[config.mk]
export PLATFORM = sky130hd
export DESIGN_NAME = bin_to_bcd_display
export DESIGN_NICKNAME = d
export VERILOG_FILES = /design/src/rtl/bin_to_bcd_display.sv
export SDC_FILE = /design/constraint.sdc
export NUM_CORES = 1
export LEC_CHECK = 0
export CAP_MARGIN = 20
export CORE_MARGIN = 2
export CORE_UTILIZATION = 50
export DETAILED_ROUTE_END_ITERATION = 6
export GPL_ROUTABILITY_DRIVEN = 0
export HOLD_SLACK_MARGIN = 0.15
export PLACE_DENSITY = 0.75
export SYNTH_ARGS = -nofsm -noshare
export SYNTH_HDL_FRONTEND = slang
export SYNTH_SLANG_ARGS = --single-unit
[constraint.sdc]
create_clock -name Bcd_Conv_clk -period 2.7 [get_ports Bcd_Conv_clk]
set_clock_uncertainty 0.2 [all_clocks]
set_input_delay 0.81 -clock Bcd_Conv_clk [delete_from_list [all_inputs] [get_ports Bcd_Conv_clk]]
set_output_delay 0.81 -clock Bcd_Conv_clk [all_outputs]
set_load 0.01 [all_outputs]
[src/rtl/bin_to_bcd_display.sv]
// Sequential shift-and-add-3 binary-to-BCD converter feeding a 4-digit display.
// Optional macro BCD_CONV_SAT_EN saturates the displayed value to 9999 on overflow.
module bin_to_bcd_display #(
  parameter int BIN_W = 16
) (
  input  logic             Bcd_Conv_clk,
  input  logic             Bcd_Conv_rst_n,
  input  logic             Bcd_Conv_start,
  input  logic [BIN_W-1:0] Bcd_Conv_bin,
  output logic             Bcd_Conv_busy,
  output logic             Bcd_Conv_done,
  output logic [15:0]      Bcd_Conv_data,
  output logic             Bcd_Conv_ovf
);

  typedef enum logic [1:0] {IDLE, SHIFT, DONE} state_e;

  state_e           state_q, state_d;
  logic [19:0]      bcd_q, bcd_d;
  logic [BIN_W-1:0] bin_q, bin_d;
  logic [4:0]       cnt_q, cnt_d;
  logic             busy_q, busy_d;
  logic             done_q, done_d;
  logic [15:0]      data_q, data_d;
  logic             ovf_q, ovf_d;

  logic [19:0]      bcd_adj, bcd_sh;
  logic [BIN_W-1:0] bin_sh;
  logic             ovf_nxt;

  // Digits never exceed 9 after a shift, so a 4-bit add per nibble cannot carry.
  always_comb begin
    bcd_adj = '0;
    for (int i = 0; i < 5; i++) begin
      bcd_adj[4*i +: 4] = (bcd_q[4*i +: 4] >= 4'd5) ? bcd_q[4*i +: 4] + 4'd3
                                                    : bcd_q[4*i +: 4];
    end
  end

  assign {bcd_sh, bin_sh} = {bcd_adj, bin_q} << 1;
  assign ovf_nxt = |bcd_sh[19:16];

  always_comb begin
    state_d = state_q;
    bcd_d   = bcd_q;
    bin_d   = bin_q;
    cnt_d   = cnt_q;
    busy_d  = busy_q;
    done_d  = 1'b0;
    data_d  = data_q;
    ovf_d   = ovf_q;
    case (state_q)
      IDLE: begin
        if (Bcd_Conv_start) begin
          bin_d   = Bcd_Conv_bin;
          bcd_d   = '0;
          cnt_d   = '0;
          busy_d  = 1'b1;
          state_d = SHIFT;
        end
      end
      SHIFT: begin
        bcd_d = bcd_sh;
        bin_d = bin_sh;
        cnt_d = cnt_q + 5'd1;
        // Outputs load on the final shift so they are valid during the done cycle.
        if (cnt_q == 5'(BIN_W - 1)) begin
          state_d = DONE;
          done_d  = 1'b1;
          ovf_d   = ovf_nxt;
`ifdef BCD_CONV_SAT_EN
          data_d  = ovf_nxt ? 16'h9999 : bcd_sh[15:0];
`else
          data_d  = bcd_sh[15:0];
`endif
        end
      end
      DONE: begin
        busy_d  = 1'b0;
        state_d = IDLE;
      end
      default: begin
        busy_d  = 1'b0;
        state_d = IDLE;
      end
    endcase
  end

  always_ff @(posedge Bcd_Conv_clk or negedge Bcd_Conv_rst_n) begin
    if (!Bcd_Conv_rst_n) begin
      state_q <= IDLE;
      bcd_q   <= '0;
      bin_q   <= '0;
      cnt_q   <= '0;
      busy_q  <= 1'b0;
      done_q  <= 1'b0;
      data_q  <= '0;
      ovf_q   <= 1'b0;
    end else begin
      state_q <= state_d;
      bcd_q   <= bcd_d;
      bin_q   <= bin_d;
      cnt_q   <= cnt_d;
      busy_q  <= busy_d;
      done_q  <= done_d;
      data_q  <= data_d;
      ovf_q   <= ovf_d;
    end
  end

  assign Bcd_Conv_busy = busy_q;
  assign Bcd_Conv_done = done_q;
  assign Bcd_Conv_data = data_q;
  assign Bcd_Conv_ovf  = ovf_q;

endmodule

==> flow_summary_export.csv <==
group,metric,value,unit
placed_design,hpwlAfterDp,3720,um
logic_synthesis,yosysWarnings,0,
drt,drt_iter0_drc,75,
final_layout,nets,381,
global_route,grt_start_max_net_pins,63,
logic_synthesis,yosysSeqAreaShare,52.2,%
power_and_ir_drop,power_density,1170,nW/um2
logic_synthesis,synthDominantCellAreaShare,52.2,%
logic_synthesis,yosys-top-cells-count,"62 x dfrtp_1, 57 x o21ai_0, 54 x nand2_1, 25 x a21oi_1, 17 x nor3b_1",
floorplan,core-area,5820,um2
drt,vias,2305,
logic_synthesis,synth_nets,343,
logic_synthesis,synth_edf_count,0,
cts,clock-sinks,62,
setup_path,worst-setup-path-type,"register to primary output",
timing,timing.slew.headroom,56.9,%
cts,root_buffer,"clkbuf_8",
final_layout,finish.utilization,62.8,%
final_layout,fillCellCount,510,
setup_path,cp_slowest_stage_delay,0.54,ns
final_layout,multiInputGateArea,1280,um2
logic_synthesis,async_flop_share,100,%
setup_path,cp_max_fo,2,
cts,cts_resized,0,
final_layout,n_antenna_cell,0,
drt,viasPerCell,5.36,
setup_path,crit_slowest_cell,"clkdlybuf4s50_1",
logic_synthesis,netlist-cell-type-count,31,
run,cap_viol_max_count,0,
logic_synthesis,synth_most_common_cell,"dfrtp_1",
cts,numCtsBuffers,9,
setup_path,cp_top_family,"buffers and inverters",
timing,hold_viol_final,0,
cts,cts_setup_buffers,0,
floorplan,die_w,81.1,um
cts,clock_latency,0.33,ns
global_route,grt_overflow,0,
global_route,grt_pass1_wl,9830,um
run_status,status,"completed",
logic_synthesis,ys_ff_latch,62,
drt,drtAntennaViolNets,0,
final_layout,layout-drive-gt1-share,10.4,%
timing,fmax,0.442,GHz
timing,tightest_slew,0.647,ns
final_layout,syn_to_final_growth,22.9,%
setup_path,crit_path_cell_trace,"clkdlybuf4s50_1",
timing,fin_crit,2.26,ns
timing,drv_slew,0,
logic_synthesis,synth_area,2970,um2
floorplan,start_util,51.1,%
logic_synthesis,synth_top_area_cell,"dfrtp_1",
drt,drc,0,
logic_synthesis,syn_area_per_cell,9.52,um2
cts,clk_pin_slew,0.07,ns
cts,cts_tree,"built",
cts,ctsHoldBuffers,0,
drt,first_pass_iters,5,
logic_synthesis,synthCells,312,
cts,clk_path_buf_depth,2,
setup_path,cp.arrival,1.25,ns
timing,fin_crit_sh,83.9,%
drt,drt-total-wl,5770,um
floorplan,rows,28,
power_and_ir_drop,ir_drop,589,uV
global_route,antenna_found_initial,0,
timing,finalSetupViolations,0,
floorplan,die-area,6570,um2
power_and_ir_drop,p_leak,1.59,nW
logic_synthesis,synth_flop_cell,"dfrtp_1",
setup_path,startpoint_type,"register",
power_and_ir_drop,power,4.29,mW
global_route,grt_pass1_vias,2249,
drt,wire_per_inst,13.4,um
timing,final.setup.tns,0,ns
final_layout,seqCellArea,1550,um2
setup_path,required,1.69,ns
placed_design,io_buffers,37,
global_route,grt_usage,19.5,%
floorplan,pin_count,38,
floorplan,fp.dieH,81.1,um
setup_path,end_kind,"primary output",
setup_path,path_buf_inv,1,
timing,rsz0062_at_grt,"no",
hold_path,hold_class,"input port to asynchronous set/reset pin",
cts,cts_htree_levels,3,
logic_synthesis,synthTopCellsByArea,"dfrtp_1 52%, o21ai_0 9.6%, nand2_1 6.8%, ha_1 5.1%, nor3b_1 4.3%",
## per-layer routing
metal	GRT usage [%]	part of all wire (%)
met1	24.5	46
met2	33.1	48
met4	7.63	1.4
met3	4.00	4.1
met5	0	0
## stage by stage
stage | hold WS [ns] | instance area, um2 | cells | setup WS [ns]
2_1_floorplan | 0.250 | 2970 | 312 | 0.983
3_3_place_gp | 0.262 | 3420 | 414 | 0.387
3_5_place_dp | 0.270 | 3420 | 414 | 0.339
4_1_cts | 0.278 | 3650 | 430 | 0.416
5_1_grt | 0.298 | 3650 | 430 | 0.386
6_report | 0.275 | 3650 | 430 | 0.435
## cell families (layout without fill, tap and decap cells)
family | Yosys count | after routing | share of synthesized area (%)
AOI/OAI and AO/OA | 95 | 95 | 17.1
adders and majority gates | 12 | 12 | 5.05
buffers and inverters | 31 | 74 | 4.80
DFF | 62 | 62 | 52.2
xor gates and xnor gates | 5 | 5 | 1.47
and+or+nand+nor | 102 | 102 | 17.5
muxes | 5 | 5 | 1.90
## registers in the layout (all words and copies together) (netlist names)
signal and cells:
bin_q 16, Bcd_Conv_ovf 1, Bcd_Conv_busy 1, state_q 2, Bcd_Conv_data 16, Bcd_Conv_done 1, cnt_q 5, bcd_q 20
## cell usage in the layout (no fill, tap or decap), drive strengths merged, types with 6 or more instances in the layout
| cell | instances |
|---|---|
| dfrtp | 62 |
| o21ai | 58 |
| nand2 | 55 |
| clkdlybuf4s50 | 36 |
| a21oi | 25 |
| nor3b | 18 |
| inv | 14 |
| clkbuf | 13 |
| ha | 12 |
| nor2 | 10 |
| buf | 8 |
| nand2b | 6 |
## report_power, final
group	switching (mW)	internal, mW	total (mW)
Sequential	0.282	1.33	1.61
Clock	0.356	0.595	0.950
Combinational	0.888	0.838	1.73
Total	1.53	2.76	4.29
## final timing paths
kind                                endpoint  slack (ns)  depth (start not counted)             start
max                         Bcd_Conv_data[7]        0.44                          1  Bcd_Conv_data[7]
min                        Bcd_Conv_data[15]        0.27                          2    Bcd_Conv_rst_n
max reg2reg                        bcd_q[14]        0.76                          6         bcd_q[12]
min reg2reg                         bin_q[4]        0.28                          2          bin_q[4]
max in group asynchronous          bin_q[14]        1.76                          2    Bcd_Conv_rst_n
min in group Bcd_Conv_clk           bin_q[4]        0.28                          2          bin_q[4]
## cell type report
cell class                 count  area share (%)
sequential                    62            42.5
clock buffer                  13            4.63
multi-input combinational    219            35.0
timing repair buffer          44            12.1
inverter                      14            1.44
tap                           75            2.57
clock inverter                 3            1.78
Power figures use the tool's default switching activity.
